## config.mk

```make
export PLATFORM = sky130hd
export DESIGN_NAME = button_enable_gen
export DESIGN_NICKNAME = d
export VERILOG_FILES = /design/src/rtl/button_enable_pkg.sv /design/src/rtl/debounce_filter.sv /design/src/rtl/button_enable_gen.sv
export SDC_FILE = /design/constraint.sdc
export NUM_CORES = 1
export LEC_CHECK = 0
export ABC_AREA = 1
export BUFFER_PORTS_ARGS = -buffer_cell sky130_fd_sc_hd__buf_2
export CORE_MARGIN = 5
export CORE_UTILIZATION = 50
export CTS_CLUSTER_DIAMETER = 100
export DETAILED_ROUTE_END_ITERATION = 8
export PLACE_DENSITY = 0.71
export REMOVE_ABC_BUFFERS = 1
export SLEW_MARGIN = 20
export SYNTH_ARGS = -nofsm -noshare
export SYNTH_HDL_FRONTEND = slang
export SYNTH_SLANG_ARGS = --single-unit
export TNS_END_PERCENT = 10
```

## constraint.sdc

```tcl
create_clock -name clock_i -period 2.3 [get_ports clock_i]
set_clock_uncertainty 0.2 [all_clocks]
set_input_delay 0.345 -clock clock_i [delete_from_list [all_inputs] [get_ports clock_i]]
set_output_delay 0.345 -clock clock_i [all_outputs]
set_load 0.03 [all_outputs]
```

## src/rtl/button_enable_pkg.sv

```systemverilog
// Shared types and helpers for the push-button enable generator.
// Holds the FSM state type, counter-width helpers and parameter legality.
package button_enable_pkg;

    typedef enum logic [1:0] {
        IDLE        = 2'd0,
        HELD_DELAY  = 2'd1,
        HELD_REPEAT = 2'd2
    } state_t;

    // Debounce counter must hold DEBOUNCE_CYCLES-1 with headroom.
    function automatic int deb_width(input int cycles);
        return $clog2(cycles) + 1;
    endfunction

    // Repeat counter only ever reaches max(delay, period)-1.
    function automatic int rep_width(input int delay, input int period);
        int m;
        m = (delay > period) ? delay : period;
        return (m < 2) ? 1 : $clog2(m);
    endfunction

    function automatic bit params_legal(
        input int deb,
        input int delay,
        input int period
    );
        return (deb >= 1) &&
               ((delay == 0) || ((delay >= 2) && (period >= 2)));
    endfunction

endpackage

```

## src/rtl/debounce_filter.sv

```systemverilog
// Two-flop synchronizer followed by a stable-count debounce filter.
// Ports: clock_i, reset_n_i (async low), raw_i (bouncy), level_o (clean).
module debounce_filter
    import button_enable_pkg::*;
#(
    parameter int DEBOUNCE_CYCLES = 20000
) (
    input  logic clock_i,
    input  logic reset_n_i,
    input  logic raw_i,
    output logic level_o
);

    localparam int CW = deb_width(DEBOUNCE_CYCLES);
    localparam logic [CW-1:0] CNT_TC = CW'(DEBOUNCE_CYCLES - 1);

    logic          sync1_q;
    logic          sync2_q;
    logic [CW-1:0] cnt_q;
    logic [CW-1:0] cnt_d;
    logic          level_q;
    logic          level_d;

    always_ff @(posedge clock_i or negedge reset_n_i) begin
        if (!reset_n_i) begin
            sync1_q <= 1'b0;
            sync2_q <= 1'b0;
            cnt_q   <= '0;
            level_q <= 1'b0;
        end else begin
            sync1_q <= raw_i;
            sync2_q <= sync1_q;
            cnt_q   <= cnt_d;
            level_q <= level_d;
        end
    end

    // Any cycle of agreement restarts the count, so only an unbroken
    // run of DEBOUNCE_CYCLES mismatching cycles flips the level.
    always_comb begin
        cnt_d   = '0;
        level_d = level_q;
        if (sync2_q != level_q) begin
            if (cnt_q == CNT_TC) begin
                level_d = ~level_q;
            end else begin
                cnt_d = cnt_q + CW'(1);
            end
        end
    end

    assign level_o = level_q;

endmodule

```

## src/rtl/button_enable_gen.sv

```systemverilog
// Turns a raw push-button into one enable pulse per press plus auto-repeat.
// Ports: clock_i, reset_n_i (async low), button_i, enable_o, pressed_o.
module button_enable_gen
    import button_enable_pkg::*;
#(
    parameter int DEBOUNCE_CYCLES = 20000,
    parameter int REPEAT_DELAY    = 10000000,
    parameter int REPEAT_PERIOD   = 2500000
) (
    input  logic clock_i,
    input  logic reset_n_i,
    input  logic button_i,
    output logic enable_o,
    output logic pressed_o
);

    localparam int RW = rep_width(REPEAT_DELAY, REPEAT_PERIOD);
    localparam bit REPEAT_EN = (REPEAT_DELAY != 0);
    localparam logic [RW-1:0] DELAY_TC  = RW'(REPEAT_DELAY - 1);
    localparam logic [RW-1:0] PERIOD_TC = RW'(REPEAT_PERIOD - 1);

    if (!params_legal(DEBOUNCE_CYCLES, REPEAT_DELAY, REPEAT_PERIOD))
    begin : g_bad_params
        $error("button_enable_gen: illegal parameter combination");
    end

    logic          level;
    logic          prev_q;
    logic          rise;
    state_t        state_q;
    state_t        state_d;
    logic [RW-1:0] rcnt_q;
    logic [RW-1:0] rcnt_d;
    logic          en_q;
    logic          en_d;

    debounce_filter #(
        .DEBOUNCE_CYCLES(DEBOUNCE_CYCLES)
    ) u_filter (
        .clock_i  (clock_i),
        .reset_n_i(reset_n_i),
        .raw_i    (button_i),
        .level_o  (level)
    );

    assign rise = level & ~prev_q;

    always_ff @(posedge clock_i or negedge reset_n_i) begin
        if (!reset_n_i) begin
            prev_q  <= 1'b0;
            state_q <= IDLE;
            rcnt_q  <= '0;
            en_q    <= 1'b0;
        end else begin
            prev_q  <= level;
            state_q <= state_d;
            rcnt_q  <= rcnt_d;
            en_q    <= en_d;
        end
    end

    always_comb begin
        state_d = state_q;
        rcnt_d  = rcnt_q;
        en_d    = 1'b0;
        // Release wins over any terminal count in the same cycle.
        if (!level) begin
            state_d = IDLE;
            rcnt_d  = '0;
        end else begin
            unique case (state_q)
                IDLE: begin
                    rcnt_d = '0;
                    if (rise) begin
                        en_d    = 1'b1;
                        state_d = REPEAT_EN ? HELD_DELAY : HELD_REPEAT;
                    end
                end
                HELD_DELAY: begin
                    if (rcnt_q == DELAY_TC) begin
                        en_d    = 1'b1;
                        rcnt_d  = '0;
                        state_d = HELD_REPEAT;
                    end else begin
                        rcnt_d = rcnt_q + RW'(1);
                    end
                end
                HELD_REPEAT: begin
                    // With auto-repeat disabled this state just parks.
                    if (REPEAT_EN) begin
                        if (rcnt_q == PERIOD_TC) begin
                            en_d   = 1'b1;
                            rcnt_d = '0;
                        end else begin
                            rcnt_d = rcnt_q + RW'(1);
                        end
                    end
                end
                default: begin
                    state_d = IDLE;
                    rcnt_d  = '0;
                end
            endcase
        end
    end

    assign enable_o  = en_q;
    assign pressed_o = level;

endmodule
```

==> impl_metrics.ini <==
[floorplan]
die-area_mm2 = 0.00706
chipHeight_um = 84.0
ios = 5
initial_core_util_pct = 50.7
die_x_um = 84.0
row_count = 27
core_area_mm2 = 0.00541

[layout]
fin_nets = 384
final_util_pct = 54.6
diodes = 0
drive_gt1_share_pct = 11.2
multi_input_area_mm2 = 0.00136
seqCellArea_mm2 = 0.00118
nFillCells = 523
area_delta_synth_final_pct = 7.81

[sta]
fmax_ghz = 0.538
rsz0062_at_grt = false
hold_viol_final = 0
finalCriticalPeriod_ns = 1.86
setup_viol = 0
worst_slew_pin_slew_ns = 0.661
finalCritPeriodShare_pct = 80.9
max_slew_margin_pct = 55.9
final_max_slew_viol_count = 0
fin_tns_setup_ns = 0

[critical_path]
crit_buf_inv = 0
cp_top_family = simple AND/OR/NAND/NOR gates
critPathCaptureType = flip-flop
max_stage_delay_ns = 0.38
critPathSlowestCell = dfrtp_1
required_ns = 2.30
critPathArrivalTime_ns = 1.86
crit_path_max_fanout = 19
critPathLaunchType = flip-flop
critical_path_class = flip-flop to flip-flop
path_cells = ha_1, nand3_1, nor2_1, nand3_1, nand2_2, nand2_4, nand2_8, nor2_1

[grt]
met2_usage_pct = 32.3
gr-usage-met1_pct = 20.2
grt_pass1_vias = 2314
grtUsageMet3_pct = 3.46
grt-busiest-layer = met2
grt_pass1_wl_um = 10100
grt_max_degree = 31
overflow = 0
antenna_found_initial = 0
grt.total_usage_pct = 17.5

[run]
cap_violations = 0

[logic_synthesis]
synth_cell_types = 27
synth-seq-area-share_pct = 42.9
post-synth-top-area-cell = dfrtp_1
post-synth-top-area-fraction_pct = 42.9
ys_seq_elements = 47
ys.warnings.count = 0
synth_area_mm2 = 0.00274
synth.top_cells.by_area = dfrtp_1 43%, nand2_1 12%, nor2_1 8.4%
postSynthCellCount = 361
avgSynthCellArea_um2 = 7.59

[hold_path]
min_path_type = flip-flop to flip-flop

[clock_network]
clk_latency_ns = 0.30
clock_path_buffers = 2
htree_levels = 2
cts_tree = yes
numCtsBuffers = 5
path_clk_slew_ns = 0.09
cts-root-buf = clkbuf_8
cts_sinks = 47
cts_setup_buffers = 0

[route]
drt-pass1-iter-count = 4
post_drt_wl_per_cell_um = 12.2
routed_wirelength_um = 5470
ant_nets = 0
drc_errors = 0
routed_via_density = 5.03
via_count = 2249
drt_iter0_drc = 132

[placed_design]
numPortBuffers = 4
dpl.hpwl_um = 4250
gp_congestion = 0.876

[power]
p_per_area_mw_per_mm2 = 472
ir_worst_vdd_mv = 0.302
power_leakage_nw = 1.29

[outcome]
status = complete, no violations
## metal layers
| layer | up-vias | part of all wire, % |
|---|---|---|
| met2 | 27 | 51 |
| met1 | 1056 | 44 |
| met5 | - | 0 |
| li1 | 1154 | - |
| met3 | 12 | 2.7 |
| met4 | 0 | 1.9 |
## sequential cells by signal, summed over array words and instances, names as in the netlist
| signal | count |
|---|---|
| rcnt_q | 24 |
| prev_q | 1 |
| enable_o | 1 |
| u_filter.cnt_q | 16 |
| u_filter.sync1_q | 1 |
| state_q | 2 |
| u_filter.level_o | 1 |
| u_filter.sync2_q | 1 |
## cells by family after synthesis
group | count (synthesis) | synth area share, %
simple gates | 225 | 37.7
buf+inv | 50 | 7.49
flops | 47 | 42.9
xor+xnor | 17 | 5.44
compound gates | 15 | 3.24
fa+ha+maj | 7 | 3.20
## where the power goes
part / switching, mW / internal (mW)
Sequential: 0.00390 / 0.831
Clock: 0.302 / 0.222
Combinational: 0.0252 / 0.0101
Total: 0.331 / 1.06
## final timing paths
| check | startpoint | endpoint | slack, ns | cells after the start |
|---|---|---|---|---|
| worst max-delay path | rcnt_q[0]$_DFF_PN0_ | rcnt_q[23]$_DFF_PN0_ | 0.44 | 8 |
| worst min-delay path | u_filter.sync1_q$_DFF_PN0_ | u_filter.sync2_q$_DFF_PN0_ | 0.16 | 0 |
| worst max register to register | rcnt_q[0]$_DFF_PN0_ | rcnt_q[23]$_DFF_PN0_ | 0.44 | 8 |
| worst min register to register | u_filter.sync1_q$_DFF_PN0_ | u_filter.sync2_q$_DFF_PN0_ | 0.16 | 0 |
| max in group asynchronous | reset_n_i | u_filter.cnt_q[1]$_DFF_PN0_ | 0.91 | 3 |
| min in group asynchronous | reset_n_i | rcnt_q[20]$_DFF_PN0_ | 0.40 | 2 |
## worst reg2reg max path: cells and delay by family, from the launching register on
kind	cells	cell delay (ns)
adder cells (fa/ha/maj)	1	0.24
flip-flops	1	0.38
AND/OR/NAND/NOR	7	0.93
## metrics by stage
stage / std cells / hold WS, ns / cell area, um2 / total power, mW / worst slack (ns)
6_report: 447 / 0.161 / 2950 / 1.39 / 0.440
5_1_grt: 447 / 0.177 / 2950 / 1.47 / 0.211
4_1_cts: 447 / 0.168 / 2950 / 1.42 / 0.412
3_5_place_dp: 437 / 0.148 / 2840 / 0.887 / 0.430
3_3_place_gp: 437 / 0.135 / 2840 / 0.885 / 0.467
2_1_floorplan: 359 / -0.151 / 2710 / 0.861 / 0.680
## what timing repair did
| action | in CTS | in global routing |
|---|---|---|
| hold endpoints to repair | 29 | 0 |
| endpoints found under the setup margin | 0 | 0 |
| resized for setup | 0 | 0 |
| hold buffers | 2 | 0 |
## cell type report
class	instances	share of cell area [%]
inverters	48	6.10
clock inverters	3	0.847
multi-input cells	264	46.0
clock buffers	5	2.33
repair buffers	8	1.86
flip-flops and latches	47	39.8
well taps	72	3.05
## Yosys cell counts, drive strengths merged
| cell | instances |
|---|---|
| nand2 | 92 |
| nor2 | 77 |
| inv | 48 |
| dfrtp | 47 |
| nand3 | 25 |
| xor2 | 15 |
| nor3 | 14 |
| nand4 | 9 |
| ha | 7 |
| o21ai | 7 |
| nor3b | 4 |
| a21oi | 3 |
| o21bai | 3 |
| buf | 2 |
| nand3b | 2 |
| or2 | 2 |
| xnor2 | 2 |
| a211oi | 1 |
| o2111ai | 1 |
## placed cells by master, fill, tap and decap left out, types with 7 or more instances in the layout
| cell | instances |
|---|---|
| nor2_2 | 14 |
| nand3_1 | 25 |
| inv_1 | 46 |
| nor2_1 | 61 |
| ha_1 | 7 |
| nor3_1 | 14 |
| xor2_1 | 15 |
| nand2_1 | 84 |
| dfrtp_1 | 47 |
| nand4_1 | 9 |
Power figures use the tool's default switching activity.
